$ cat src/rtl/wisc_pkg.sv
// Shared definitions for the WISC-15 pipeline control: opcodes, ALU commands
// and the per-stage control bundle.
package wisc_pkg;

    localparam logic [3:0] OP_ADD    = 4'h0;
    localparam logic [3:0] OP_PADDSB = 4'h1;
    localparam logic [3:0] OP_SUB    = 4'h2;
    localparam logic [3:0] OP_NAND   = 4'h3;
    localparam logic [3:0] OP_XOR    = 4'h4;
    localparam logic [3:0] OP_SLL    = 4'h5;
    localparam logic [3:0] OP_SRL    = 4'h6;
    localparam logic [3:0] OP_SRA    = 4'h7;
    localparam logic [3:0] OP_LW     = 4'h8;
    localparam logic [3:0] OP_SW     = 4'h9;
    localparam logic [3:0] OP_LHB    = 4'hA;
    localparam logic [3:0] OP_LLB    = 4'hB;
    localparam logic [3:0] OP_B      = 4'hC;
    localparam logic [3:0] OP_CALL   = 4'hD;
    localparam logic [3:0] OP_RET    = 4'hE;
    localparam logic [3:0] OP_HLT    = 4'hF;

    localparam logic [3:0] ALU_ADD    = 4'b0000;
    localparam logic [3:0] ALU_SUB    = 4'b0001;
    localparam logic [3:0] ALU_PADDSB = 4'b0010;
    localparam logic [3:0] ALU_XOR    = 4'b0100;
    localparam logic [3:0] ALU_NAND   = 4'b1000;
    localparam logic [3:0] ALU_SLL    = 4'b1100;
    localparam logic [3:0] ALU_SRL    = 4'b1110;
    localparam logic [3:0] ALU_SRA    = 4'b1111;

    typedef struct packed {
        logic [3:0] alu_cmd;
        logic       alu_src;
        logic       reg_wrt;
        logic       mem_to_reg;
        logic       mem_wrt;
        logic       branch;
        logic       call;
        logic       ret;
        logic       halt;
        logic       set_over;
        logic       set_zero;
    } ctrl_t;

    localparam int    CTRL_W   = $bits(ctrl_t);
    localparam ctrl_t CTRL_NOP = '0;

endpackage

$ cat src/rtl/wisc_decode.sv
// Combinational opcode decoder: control bundle, source-register usage and
// illegal-opcode detection.
module wisc_decode
    import wisc_pkg::*;
#(
    parameter int OP_W = 4
) (
    input  logic [OP_W-1:0] opcode,
    output ctrl_t           ctrl,
    output logic            uses_rs,
    output logic            uses_rt,
    output logic            illegal
);

    always_comb begin
        ctrl    = CTRL_NOP;
        uses_rs = 1'b0;
        uses_rt = 1'b0;
        illegal = (opcode >> 4) != '0;
        if (!illegal) begin
            case (opcode[3:0])
                OP_ADD:    begin ctrl.reg_wrt = 1'b1; ctrl.set_over = 1'b1; ctrl.set_zero = 1'b1; ctrl.alu_cmd = ALU_ADD; end
                OP_PADDSB: begin ctrl.reg_wrt = 1'b1; ctrl.alu_cmd = ALU_PADDSB; end
                OP_SUB:    begin ctrl.reg_wrt = 1'b1; ctrl.set_over = 1'b1; ctrl.set_zero = 1'b1; ctrl.alu_cmd = ALU_SUB; end
                OP_NAND:   begin ctrl.reg_wrt = 1'b1; ctrl.set_zero = 1'b1; ctrl.alu_cmd = ALU_NAND; end
                OP_XOR:    begin ctrl.reg_wrt = 1'b1; ctrl.set_zero = 1'b1; ctrl.alu_cmd = ALU_XOR; end
                OP_SLL:    begin ctrl.reg_wrt = 1'b1; ctrl.set_zero = 1'b1; ctrl.alu_src = 1'b1; ctrl.alu_cmd = ALU_SLL; end
                OP_SRL:    begin ctrl.reg_wrt = 1'b1; ctrl.set_zero = 1'b1; ctrl.alu_src = 1'b1; ctrl.alu_cmd = ALU_SRL; end
                OP_SRA:    begin ctrl.reg_wrt = 1'b1; ctrl.set_zero = 1'b1; ctrl.alu_src = 1'b1; ctrl.alu_cmd = ALU_SRA; end
                OP_LW:     begin ctrl.reg_wrt = 1'b1; ctrl.mem_to_reg = 1'b1; ctrl.alu_src = 1'b1; end
                OP_SW:     begin ctrl.mem_wrt = 1'b1; ctrl.alu_src = 1'b1; end
                OP_LHB:    ctrl.reg_wrt = 1'b1;
                OP_LLB:    ctrl.reg_wrt = 1'b1;
                OP_B:      ctrl.branch = 1'b1;
                OP_CALL:   begin ctrl.reg_wrt = 1'b1; ctrl.call = 1'b1; ctrl.branch = 1'b1; end
                OP_RET:    begin ctrl.ret = 1'b1; ctrl.branch = 1'b1; end
                OP_HLT:    ctrl.halt = 1'b1;
                default:   ctrl = CTRL_NOP;
            endcase
            // Ops 0-4 and SW read both sources; 5-8, LHB and RET read rs only.
            uses_rs = (opcode[3:0] <= OP_SW) || (opcode[3:0] == OP_LHB) || (opcode[3:0] == OP_RET);
            uses_rt = (opcode[3:0] <= OP_XOR) || (opcode[3:0] == OP_SW);
        end
    end

endmodule

$ cat src/rtl/wisc_pipe_ctrl.sv
// WISC-15 pipelined control: ID decode, ID/EX, EX/MEM, MEM/WB control
// registers with load-use interlock, branch flush, halt drain and sticky flags.
module wisc_pipe_ctrl
    import wisc_pkg::*;
#(
    parameter int OP_W     = 4,
    parameter int RA_W     = 4,
    parameter bit STALL_EN = 1'b1
) (
    input  logic              clk,
    input  logic              rst,
    input  logic              id_valid,
    input  logic [OP_W-1:0]   id_opcode,
    input  logic [RA_W-1:0]   id_rd,
    input  logic [RA_W-1:0]   id_rs,
    input  logic [RA_W-1:0]   id_rt,
    input  logic              ex_cond_true,
    output logic              stall,
    output logic              flush,
    output logic              pc_hold,
    output logic [CTRL_W-1:0] ex_ctrl,
    output logic [CTRL_W-1:0] mem_ctrl,
    output logic [CTRL_W-1:0] wb_ctrl,
    output logic [RA_W-1:0]   ex_rd,
    output logic [RA_W-1:0]   mem_rd,
    output logic [RA_W-1:0]   wb_rd,
    output logic              illegal,
    output logic              halted
);

    ctrl_t            dec_ctrl;
    logic             dec_rs, dec_rt, dec_ill;
    ctrl_t            ex_q, mem_q, wb_q;
    logic             ex_v, mem_v, wb_v;
    logic [RA_W-1:0]  ex_rd_q, mem_rd_q, wb_rd_q;
    logic             hold_q, ill_q, halt_q;
    logic             id_live, taken, load_use, accept, issue;

    wisc_decode #(.OP_W(OP_W)) u_decode (
        .opcode  (id_opcode),
        .ctrl    (dec_ctrl),
        .uses_rs (dec_rs),
        .uses_rt (dec_rt),
        .illegal (dec_ill)
    );

    always_comb begin
        id_live  = id_valid & ~hold_q;
        taken    = ex_v & (ex_q.call | ex_q.ret | (ex_q.branch & ex_cond_true));
        load_use = STALL_EN & ex_v & ex_q.mem_to_reg & ex_q.reg_wrt & id_live &
                   ((dec_rs && (ex_rd_q == id_rs)) || (dec_rt && (ex_rd_q == id_rt)));
        // A taken branch discards ID, so any interlock on it is moot.
        stall    = load_use & ~taken;
        flush    = taken;
        accept   = id_live & ~stall & ~taken;
        issue    = accept & ~dec_ill;
        pc_hold  = hold_q | (issue & dec_ctrl.halt);
        halted   = halt_q | (wb_v & wb_q.halt);
    end

    always_ff @(posedge clk) begin
        if (rst) begin
            ex_v     <= 1'b0;
            mem_v    <= 1'b0;
            wb_v     <= 1'b0;
            ex_q     <= CTRL_NOP;
            mem_q    <= CTRL_NOP;
            wb_q     <= CTRL_NOP;
            ex_rd_q  <= '0;
            mem_rd_q <= '0;
            wb_rd_q  <= '0;
            hold_q   <= 1'b0;
            ill_q    <= 1'b0;
            halt_q   <= 1'b0;
        end else begin
            ex_v     <= issue;
            ex_q     <= issue ? dec_ctrl : CTRL_NOP;
            ex_rd_q  <= issue ? id_rd : '0;
            mem_v    <= ex_v;
            mem_q    <= ex_q;
            mem_rd_q <= ex_rd_q;
            wb_v     <= mem_v;
            wb_q     <= mem_q;
            wb_rd_q  <= mem_rd_q;
            hold_q   <= pc_hold;
            ill_q    <= ill_q | (accept & dec_ill);
            halt_q   <= halted;
        end
    end

    assign ex_ctrl  = ex_q;
    assign mem_ctrl = mem_q;
    assign wb_ctrl  = wb_q;
    assign ex_rd    = ex_rd_q;
    assign mem_rd   = mem_rd_q;
    assign wb_rd    = wb_rd_q;
    assign illegal  = ill_q;

endmodule

$ cat config.mk
export PLATFORM = sky130hd
export DESIGN_NAME = wisc_pipe_ctrl
export DESIGN_NICKNAME = d
export VERILOG_FILES = /design/src/rtl/wisc_pkg.sv /design/src/rtl/wisc_decode.sv /design/src/rtl/wisc_pipe_ctrl.sv
export SDC_FILE = /design/constraint.sdc
export NUM_CORES = 1
export LEC_CHECK = 0
export CAP_MARGIN = 20
export CORE_MARGIN = 1
export CORE_UTILIZATION = 35
export CTS_CLUSTER_DIAMETER = 100
export DETAILED_ROUTE_END_ITERATION = 8
export PLACE_DENSITY = 0.66
export SLEW_MARGIN = 20
export SYNTH_ARGS = -nofsm -noshare
export SYNTH_HDL_FRONTEND = slang
export SYNTH_SLANG_ARGS = --single-unit
$ cat constraint.sdc
create_clock -name clk -period 2.9 [get_ports clk]
set_input_delay 0.58 -clock clk [delete_from_list [all_inputs] [get_ports clk]]
set_output_delay 0.58 -clock clk [all_outputs]
set_load 0.05 [all_outputs]
# After elaboration in Yosys (flattened, before gate mapping)
# Index checks and enable logic that the tools add are counted.
dict set report word_totals {
  register_bits 59
  inputBits 20
  output_inout_bits 59
  elab_cells 104
}
dict set report classes {
  order_cmp 2
  n_eq_ne 17
  mux 11
  bitwise 20
  reduce_logical 13
}
# operator n
set ops {}
lappend ops {{4-bit equality test (second input constant)} 8}
lappend ops {{4-bit case mux with 7 select lines} 1}
lappend ops {{4-bit by 3-bit equality test with 1-bit output (second input constant)} 4}
lappend ops {{1-bit AND} 12}
lappend ops {{12-bit OR reduction} 1}
lappend ops {{1-bit two-way mux} 10}
lappend ops {{4-bit by 2-bit equality test with 1-bit output (second input constant)} 2}
lappend ops {{4-bit equality test} 2}
lappend ops {{7-bit OR reduction} 1}
lappend ops {{5-bit OR reduction} 1}
lappend ops {{4-bit by 1-bit equality test with 1-bit output (second input constant)} 1}
lappend ops {{4-bit by 3-bit less-or-equal comparator with 1-bit output (second input constant)} 1}
lappend ops {{4-bit less-or-equal comparator (second input constant)} 1}
lappend ops {{4-bit logical NOT} 1}
lappend ops {{1-bit logical OR} 4}
lappend ops {{1-bit inverter} 4}
lappend ops {{1-bit OR} 4}
lappend ops {{2-bit OR reduction} 2}
lappend ops {{3-bit OR reduction} 1}
lappend ops {{1-bit logical AND} 2}

# Logic depth before layout (Yosys ltp)
# Gate-level depths: netlist of the first run.
dict set report logic_depth {
  depth_word 12
  mapped_depth 7
  depth_no_buf 4
}

# By module
# Synthesis of the first run repeated with hierarchy kept, for this count alone.
dict set report hier_totals {
  cells_unflattened 210
  area_unflattened_um2 2114.5
}
# module n_inst cells_per_inst area_per_inst_um2 seq_area_each_um2
set modules_own_cells {}
lappend modules_own_cells {wisc_pipe_ctrl 1 173 1871.8 1201.2}
lappend modules_own_cells {wisc_decode 1 37 242.7 0.0}

# Worst setup path before layout of the first run
# OpenSTA, ideal clock, no wires.
dict set report synth_path {
  kind {input -> output}
  from {in id_opcode[0]}
  to {out stall}
  t_arrival_ns 2.635
  required_time_ns 2.320
  setup_slack_ns -0.315
  stages 5
  path_buffers 1
  path_cell_list {buf_6 > mux2_4 > o22a_1 > or3_1 > a2111oi_2}
}
dict set report synth_between {
  elab_chain_cells 7
  elab_cells_between_ends 13
  classes_between {order compare (2); eq/ne (3); bitwise (2); reduce/logical (6)}
}
# element line
set synth_lines {}
lappend synth_lines {{start, declared} wisc_pipe_ctrl.sv:13} ;# input logic [OP_W-1:0] id_opcode,
lappend synth_lines {{4-bit less-or-equal comparator / 4-bit equality test (equally long branches)} wisc_decode.sv:41} ;# uses_rs = (opcode[3:0] <= OP_SW) || (opcode[3:0] == OP_LHB) || (opcode[3:0] == OP_RET);
lappend synth_lines {{1-bit logical OR (2 in series)} wisc_decode.sv:41}
lappend synth_lines {{1-bit logical AND} wisc_pipe_ctrl.sv:51} ;# ((dec_rs && (ex_rd_q == id_rs)) || (dec_rt && (ex_rd_q == id_rt)));
lappend synth_lines {{1-bit logical OR *} wisc_pipe_ctrl.sv:51}
lappend synth_lines {{1-bit AND *} wisc_pipe_ctrl.sv:50} ;# load_use = STALL_EN & ex_v & ex_q.mem_to_reg & ex_q.reg_wrt & id_live &
lappend synth_lines {{1-bit AND *} wisc_pipe_ctrl.sv:53} ;# stall = load_use & ~taken;
lappend synth_lines {{end, declared} wisc_pipe_ctrl.sv:18} ;# output logic stall,
# Every way passes the cells marked *; elsewhere a longest branch is shown, timed or not.

# Final worst setup path of the first run
dict set report layout_path {
  from {in id_opcode[3]}
  to {out stall}
}
# The elaborated chain is that of the path after synthesis.

==> results.py, run 1 <==
metrics = {
    "timing": {
        "max_freq_ghz": 0.3501,
        "hold_violations": 0,
        "drv_slew": 0,
        "tightest_slew_ps": 515.3,
        "slew_headroom_pct": 65.54,
        "min_period_ps": 2856,
        "period_share_pct": 98.49,
        "fin_worst_skew_ps": 9.064,
        "finalSetupViolations": 0,
        "hold_ws_ps": 430.2,
        "rsz0062_at_grt": "no",
    },
    "die": {
        "die_h_um": 78.13,
        "start_util_pct": 36.61,
        "die_w_um": 78.13,
        "die-area_mm2": 0.006104,
        "fp.coreArea_mm2": 0.005540,
        "rows": 27,
        "io_pins": 79,
    },
    "critical_path": {
        "path_class": "in2out",
        "critPathCaptureType": "primary output",
        "cp_max_fo": 2,
        "r2r_setup_slack_ps": 970,
        "reg2reg_depth": 5,
        "regToRegStartpoint": "ex_ctrl[5]",
        "critPathLaunchType": "input port",
        "required_ps": 2320,
        "arrival_ps": 2280,
        "r2r-end": "ex_ctrl[9]",
    },
    "route": {
        "ant_nets": 0,
        "drc": 0,
        "wl_per_cell_um": 12.15,
        "vias": 1486,
        "drtIter0Drc": 66,
        "postRouteWirelength_um": 4142,
        "wl_met2_um": 1899,
        "dr.pass1.iters": 6,
        "vias_per_cell": 4.358,
        "m1WireLength_um": 1849,
        "wl_met3_um": 300,
        "highest_layer": "met4",
    },
    "outcome": {
        "status": "completed",
    },
    "logic_synthesis": {
        "avgSynthCellArea_um2": 11.39,
        "synthCells": 178,
        "syn_nets": 198,
        "synthDistinctLibCells": 39,
        "synthArstFlopShare_pct": 0,
        "synth_edf_count": 0,
        "yosys-top-cells-area": "dfxtp_1, nor2b_1, nor3b_2",
        "yosysWarnings": 0,
        "synth_top_cell_area_share_pct": 58.24,
        "yosysSeqAreaShare_pct": 58.24,
        "synth_top_cell_by_area": "dfxtp_1",
        "syn-cell-area_mm2": 0.002028,
        "synth_ff_type": "dfxtp_1",
        "synth-seq-cells": 59,
    },
    "grt": {
        "grt_max_degree": 42,
        "grt_usage_pct": 14.50,
        "antenna_found_initial": 0,
        "grt-ovfl-total": 0,
        "first_global_vias": 1368,
        "grt_pass1_wl_um": 6555,
    },
    "power_and_ir_drop": {
        "power_switching_uw": 408.7,
        "switching_share_pct": 23.03,
        "p_leak_uw": 0.001218,
        "peakVddDrop_mv": 0.2213,
        "power_uw": 1775,
        "pwr_density_cell_mw_per_mm2": 561.3,
        "seq_power_share_pct": 47.1,
        "pwr-share-clk_pct": 42.0,
        "intPower_uw": 1366,
        "p_comb_share_pct": 10.8,
    },
    "clocking": {
        "hold_buffers": 0,
        "cts_max_path_buffers": 2,
        "cts_tree": "done",
        "clk_latency_ps": 330,
        "cts_sinks": 59,
        "clkSlewWorstSetupHoldPaths_ps": 60,
        "cts_max_level": 3,
        "cts_buffers": 9,
        "root_buffer": "clkbuf_8",
    },
    "min_path": {
        "hold_path_class": "reg2reg",
        "holdPathStages": 1,
        "whs_endpoint": "wb_v",
        "hold_start": "mem_v",
    },
    "final_layout": {
        "syn2layout_area_growth_pct": 55.89,
        "fin_nets": 286,
        "final_core_util_pct": 57.07,
        "postLayoutCellArea_mm2": 0.003162,
        "n_antenna_cell": 0,
        "layout-drive-gt1-share_pct": 18.22,
    },
    "placed_design": {
        "hpwl_um": 2952,
        "postPlaceCellArea_mm2": 0.002919,
        "gp_congestion": 0.7454,
        "portBuffers": 77,
    },
    "flow_run": {
        "drv_cap": 0,
    },
}
[cell usage in the layout, fill, tap and decap left out, types with 2 or more instances in the layout]
cell,n
a21o_1,2
nand2b_1,2
inv_1,3
buf_12,2
a2111oi_4,2
nand3_1,2
nor3_2,4
buf_4,11
dfxtp_1,59
xor2_1,2
nor4_1,5
clkdlybuf4s15_1,2
nand2_1,7
dlygate4sd2_1,2
clkdlybuf4s50_1,68
nor2b_1,40
clkbuf_8,12
mux2_4,2
nor2_1,4
xnor2_1,7
nor3_1,2
nor3b_2,5
[synth_stat cells (2+ instances only)]
cell type	instances
nand2b_1	2
xor2_1	3
a21o_1	2
buf_6	4
nor4_1	5
clkbuf_1	5
nand2_1	7
xnor2_1	7
nor3_1	2
nor3_2	4
nor2b_1	40
nor3b_2	5
or3_1	2
inv_1	3
dfxtp_1	59
nor2_1	4
nand3_1	2
[per-layer routing]
| metal | vias up | GRT usage [%] |
|---|---|---|
| li1 | 760 | - |
| met1 | 651 | 17.93 |
| met2 | 67 | 20.61 |
| met3 | 8 | 5.116 |
| met4 | 0 | 10.74 |
| met5 | - | 0 |
[stage by stage]
stage	TNS [ps]	worst slack [ps]	cells
floorplan	0	29.11	178
global placement	-248.4	-248.4	324
detailed placement	-258.1	-258.1	324
CTS	0	31.98	339
global route	0	0.9956	341
finish	0	43.77	341
[power groups by stage]
stage	sequential [µW]	combinational, µW	clock (µW)
2_1_floorplan	901	73.4	0
6_report	836	193	746
3_5_place_dp	854	190	0
5_1_grt	837	203	805
4_1_cts	836	192	770
3_3_place_gp	854	189	0
[worst max-delay path by stage]
stage	to	depth (start not counted)	from	slack [ps]
2_1_floorplan	stall	5	id_opcode[0]	30
3_3_place_gp	stall	6	id_opcode[0]	-250
3_5_place_dp	stall	6	id_opcode[0]	-260
4_1_cts	stall	6	id_rs[1]	30
5_1_grt	stall	6	id_opcode[3]	1
6_report	stall	6	id_opcode[3]	40
[cells by family after synthesis]
group	count (synthesis)	synth area share, %
multiplexers	2	1.295
XOR/XNOR	10	4.319
AND/OR/NAND/NOR	77	24.55
AO/OA/AOI/OAI	14	6.909
buffers and inverters	15	4.503
other	1	0.1849
flip-flops	59	58.24
[worst max-delay path: stages]
cell and delay (ps):
clkdlybuf4s15_1 190, mux2_4 270, o22a_1 200, or3_4 410, a2111oi_4 390, clkbuf_16 230
[state kept, by name, summed over array words and instances, names as in the netlist, 4 cells and up]
register and count:
ex_ctrl 14, mem_ctrl 14, wb_ctrl 14, ex_rd 4, mem_rd 4, wb_rd 4
[area by class of cell]
cell class | instances | area (µm²)
clock buffer | 12 | 165.2
clock inverter | 2 | 35.03
fill | 510 | 2379
inverter | 3 | 11.26
multi-input combinational | 104 | 784.5
sequential | 59 | 1181
tap | 72 | 90.09
timing repair buffer | 89 | 894.6
[what timing repair did]
action,in CTS,in global routing
resized for setup,9,6
endpoints found under the setup margin,1,1
setup buffers,1,2
pin swaps,4,6
Power figures use the tool's default switching activity.
==> inputs of run 2 (changes only) <==
--- a/config.mk
+++ b/config.mk
@@ -5,12 +5,12 @@
 export SDC_FILE = /design/constraint.sdc
 export NUM_CORES = 1
 export LEC_CHECK = 0
-export CAP_MARGIN = 20
 export CORE_MARGIN = 1
 export CORE_UTILIZATION = 35
 export CTS_CLUSTER_DIAMETER = 100
 export DETAILED_ROUTE_END_ITERATION = 8
 export PLACE_DENSITY = 0.66
+export SKIP_CTS_REPAIR_TIMING = 1
 export SLEW_MARGIN = 20
 export SYNTH_ARGS = -nofsm -noshare
 export SYNTH_HDL_FRONTEND = slang
==> run 2 against run 1 <==
  * Core utilization rose by 0.50 points
  * Worst setup slack improved by 47 ps
  * Critical path depth is the same
  * Critical endpoint unchanged
==> results.py, run 2 (synthesis gave the netlist of run 1 again) <==
metrics = {
    "timing": {
        "hold_violations": 0,
        "tightest_slew_ps": 515.3,
        "min_period_ps": 2809,
        "setup_ws_ps": 90.96,
        "slew_headroom_pct": 65.54,
        "period_share_pct": 96.86,
        "rsz0062_at_grt": "no",
        "drv_slew": 0,
        "finalSetupViolations": 0,
        "fin_worst_skew_ps": 8.225,
        "max_freq_ghz": 0.3560,
    },
    "clocking": {
        "cts_max_level": 3,
        "cts_max_path_buffers": 2,
        "root_buffer": "clkbuf_8",
        "cts_sinks": 59,
        "clkSlewWorstSetupHoldPaths_ps": 60,
        "cts_tree": "done",
        "clk_latency_ps": 330,
        "cts_buffers": 9,
    },
    "route": {
        "ant_nets": 0,
        "drc": 0,
        "dr.pass1.iters": 4,
        "wl_per_cell_um": 12.44,
        "drtIter0Drc": 67,
        "vias_per_cell": 4.364,
        "postRouteWirelength_um": 4242,
        "vias": 1488,
    },
    "final_layout": {
        "fillers": 516,
        "layout_commonest_cell": "clkdlybuf4s50_1",
        "fin_nets": 286,
        "register_area_mm2": 0.001181,
        "multi_input_area_um2": 792.0,
        "syn2layout_area_growth_pct": 57.25,
        "layout-drive-gt1-share_pct": 18.22,
        "final_core_util_pct": 57.57,
        "final_cell_mix": "clkdlybuf4s50_1, dfxtp_1, nor2b_1",
        "n_antenna_cell": 0,
    },
    "grt": {
        "grt_usage_pct": 14.39,
        "grt_max_degree": 42,
        "grt-ovfl-total": 0,
        "first_global_vias": 1360,
        "antenna_found_initial": 0,
        "grt_pass1_wl_um": 6513,
    },
    "power_and_ir_drop": {
        "p_leak_uw": 0.001262,
        "peakVddDrop_mv": 0.2214,
        "power_uw": 1779,
        "pwr_density_cell_mw_per_mm2": 557.7,
    },
    "critical_path": {
        "crit_chain": "dlymetal6s2s_1 -> mux2_4 -> o22a_1 -> or3_4 -> a2111oi_4 -> clkbuf_16",
        "arrival_ps": 2230,
        "critPathLaunchType": "input port",
        "path_class": "in2out",
        "cp-startpoint": "id_opcode[0]",
        "cp_max_fo": 3,
        "worst-path-buf-inv": 2,
        "r2r-end": "ex_ctrl[9]",
        "required_ps": 2320,
        "crit_family": "compound AO/OA/AOI/OAI gates",
        "slowest_stage": "or3_4",
        "r2r_setup_slack_ps": 970,
        "critPathCaptureType": "primary output",
        "reg2reg_depth": 5,
        "regToRegStartpoint": "ex_ctrl[5]",
        "critical_path.max_stage_delay_ps": 410,
    },
    "die": {
        "die_w_um": 78.13,
        "die-area_mm2": 0.006104,
        "fp.coreArea_mm2": 0.005540,
        "io_pins": 79,
        "start_util_pct": 36.61,
        "rows": 27,
        "die_h_um": 78.13,
    },
    "flow_run": {
        "drv_cap": 0,
    },
    "placed_design": {
        "gp_congestion": 0.7454,
        "hpwl_um": 2952,
        "post-place-ws_ps": -258.1,
        "portBuffers": 77,
    },
    "min_path": {
        "whs_endpoint": "wb_v",
        "hold_start": "mem_v",
        "hold_path_class": "reg2reg",
        "holdPathStages": 1,
    },
    "outcome": {
        "status": "completed",
    },
}
-- run 2: changes by cell type in the layout (fill, tap and decap cells not counted), sizes merged --
cell and delta:
clkbuf -1, clkdlybuf4s15 -2, dlygate4sd2 -2, dlymetal6s2s +5
-- run 2: layout make-up --
class	count	area share, %
Timing Repair Buffer	89	28.68
Clock inverter	2	1.098
Sequential cell	59	37.03
Tap cell	72	2.825
Inverter	3	0.3531
Clock buffer	12	5.178
Multi-Input combinational cell	104	24.83
-- run 2: metal layers --
metal  global-route usage [%]  vias to the layer above  part of all wire, %
met3                    5.116                        8                  6.9
met2                    20.35                       61                   47
met5                        0                        -                    0
met1                    17.83                      661                   44
li1                         -                      758                    -
met4                    10.74                        0                  2.2
-- run 2: through the flow --
stage	instance area (µm²)	std cells	TNS (ps)	hold slack [ps]
detailed placement	2919	324	-258.1	423.9
finish	3189	341	0	430.1
floorplan	2041	178	0	413.8
global placement	2919	324	-248.4	425.9
global route	3189	341	0	452.8
CTS	3119	338	-267.4	431.6
-- run 2: worst max-delay path by stage --
stage | to | slack [ps] | depth (start not counted)
2_1_floorplan | stall | 30 | 5
3_3_place_gp | stall | -250 | 6
3_5_place_dp | stall | -260 | 6
4_1_cts | stall | -270 | 6
5_1_grt | stall | 20 | 6
6_report | stall | 90 | 6
-- run 2: report_power, final --
group,total (µW),internal [µW],switching (µW),leakage [µW]
registers,836,827,9.65,0.000478
logic,196,85.7,111,0.000679
clock network,746,456,290,0.000104
==> inputs of run 3 (changes only) <==
--- a/config.mk
+++ b/config.mk
@@ -10,6 +10,7 @@
 export CTS_CLUSTER_DIAMETER = 100
 export DETAILED_ROUTE_END_ITERATION = 8
 export PLACE_DENSITY = 0.66
+export SETUP_SLACK_MARGIN = 0.15
 export SKIP_CTS_REPAIR_TIMING = 1
 export SLEW_MARGIN = 20
 export SYNTH_ARGS = -nofsm -noshare
==> run 3 against run 2 <==
  * Worst setup slack better by 67 ps
  * Routed wire length down 4.6%
  * Register-to-register slack about the same
  * Count of clock-buffer cells in the layout unchanged
  * Critical endpoint unchanged
  * Largest cell class unchanged
==> results.py, run 3 (synthesis gave the netlist of run 1 again) <==
metrics = {
    "final_layout": {
        "layout-drive-gt1-share_pct": 19.48,
        "layout_commonest_cell": "clkdlybuf4s50_1",
        "fillers": 486,
        "register_area_mm2": 0.001181,
        "n_antenna_cell": 0,
        "multi_input_area_um2": 799.5,
        "fin_nets": 284,
        "final_core_util_pct": 57.34,
        "final_cell_mix": "clkdlybuf4s50_1, dfxtp_1, nor2b_1",
        "syn2layout_area_growth_pct": 56.63,
    },
    "timing": {
        "max_freq_ghz": 0.3647,
        "slew_headroom_pct": 65.43,
        "min_period_ps": 2742,
        "finalSetupViolations": 0,
        "tightest_slew_ps": 516.9,
        "drv_slew": 0,
        "fin_worst_skew_ps": 3.641,
        "setup_ws_ps": 157.7,
        "period_share_pct": 94.56,
        "rsz0062_at_grt": "yes",
        "hold_violations": 0,
    },
    "grt": {
        "first_global_vias": 1365,
        "grt-ovfl-total": 0,
        "grt_max_degree": 42,
        "grt_pass1_wl_um": 6479,
        "antenna_found_initial": 0,
        "grt_usage_pct": 14.16,
    },
    "route": {
        "drc": 0,
        "postRouteWirelength_um": 4048,
        "wl_per_cell_um": 11.94,
        "vias_per_cell": 4.357,
        "dr.pass1.iters": 4,
        "ant_nets": 0,
        "drtIter0Drc": 45,
        "vias": 1477,
    },
    "critical_path": {
        "cp_max_fo": 3,
        "arrival_ps": 2160,
        "r2r_setup_slack_ps": 960,
        "required_ps": 2320,
        "critPathCaptureType": "primary output",
        "critPathLaunchType": "input port",
        "path_class": "in2out",
    },
    "clocking": {
        "root_buffer": "clkbuf_8",
        "clk_latency_ps": 320,
        "cts_tree": "done",
        "cts_max_path_buffers": 2,
        "cts_sinks": 59,
        "cts_buffers": 9,
        "clkSlewWorstSetupHoldPaths_ps": 60,
        "cts_max_level": 3,
    },
    "power_and_ir_drop": {
        "p_comb_share_pct": 10.9,
        "power_switching_uw": 401.5,
        "pwr-share-clk_pct": 41.8,
        "power_uw": 1767,
        "switching_share_pct": 22.72,
        "p_leak_uw": 0.001267,
        "peakVddDrop_mv": 0.3626,
        "seq_power_share_pct": 47.3,
        "intPower_uw": 1365,
        "pwr_density_cell_mw_per_mm2": 556.2,
    },
    "die": {
        "die_w_um": 78.13,
        "io_pins": 79,
        "fp.coreArea_mm2": 0.005540,
        "start_util_pct": 36.61,
        "die-area_mm2": 0.006104,
        "die_h_um": 78.13,
        "rows": 27,
    },
    "outcome": {
        "status": "completed",
    },
    "placed_design": {
        "portBuffers": 77,
        "post-place-ws_ps": -197.9,
        "gp_congestion": 0.7362,
        "hpwl_um": 2981,
    },
    "min_path": {
        "hold_path_class": "reg2reg",
    },
    "flow_run": {
        "drv_cap": 0,
    },
}
run 3: cell types whose count changed in the layout (fill, tap and decap cells not counted):
cell,previous run,this run
xor2_2,2,3
dlymetal6s2s_1,6,7
clkdlybuf4s50_1,68,63
xor2_1,1,0
buf_8,0,1
clkbuf_2,0,2
buf_4,11,10
run 3: cell type report:
cell class,count,area share (%)
clock buffer,12,5.199
clock inverter,2,1.103
inverter,3,0.3545
multi-input combinational,104,25.17
sequential,59,37.18
tap,72,2.836
timing repair buffer,87,28.16
run 3: power by group through the flow:
stage                     Clock [µW]  Combinational, µW  Sequential (µW)
after floorplan                    0               74.3              901
after global placement             0                192              854
after detailed placement           0                194              854
after CTS                        764                194              836
after global routing             803                204              838
final                            738                193              836
run 3: worst paths after layout:
| kind | startpoint | to | depth (start not counted) |
|---|---|---|---|
| worst max register to register | ex_ctrl[5] | ex_ctrl[11] | 4 |
| worst min-delay path | mem_v | wb_v | 1 |
| worst min register to register | mem_v | wb_v | 1 |
| worst max-delay path | id_opcode[0] | stall | 6 |
run 3: through the flow:
stage / hold slack, ps / instances / cell area [µm²] / setup TNS, ps
3_3_place_gp: 422.3 / 325 / 2935 / -169.9
6_report: 432.4 / 339 / 3177 / 0
3_5_place_dp: 421.2 / 325 / 2935 / -197.9
4_1_cts: 436.5 / 339 / 3136 / -205.7
5_1_grt: 459.4 / 339 / 3177 / 0
2_1_floorplan: 413.8 / 178 / 2049 / 0
run 3: critical path, cell delays in order:
cell       delay, ps
buf_8            100
mux2_4           280
o22a_1           190
or3_4            380
a2111oi_4        390
clkbuf_16        230
run 3: layer usage:
layer	global-route usage [%]	wire length, µm	part of all wire (%)	vias to the layer above
met1	17.08	1731	43	664
met4	8.148	85	2.1	0
met5	0	0	0	-
li1	-	-	-	750
met2	21.32	1919	47	54
met3	5.581	311	7.7	9
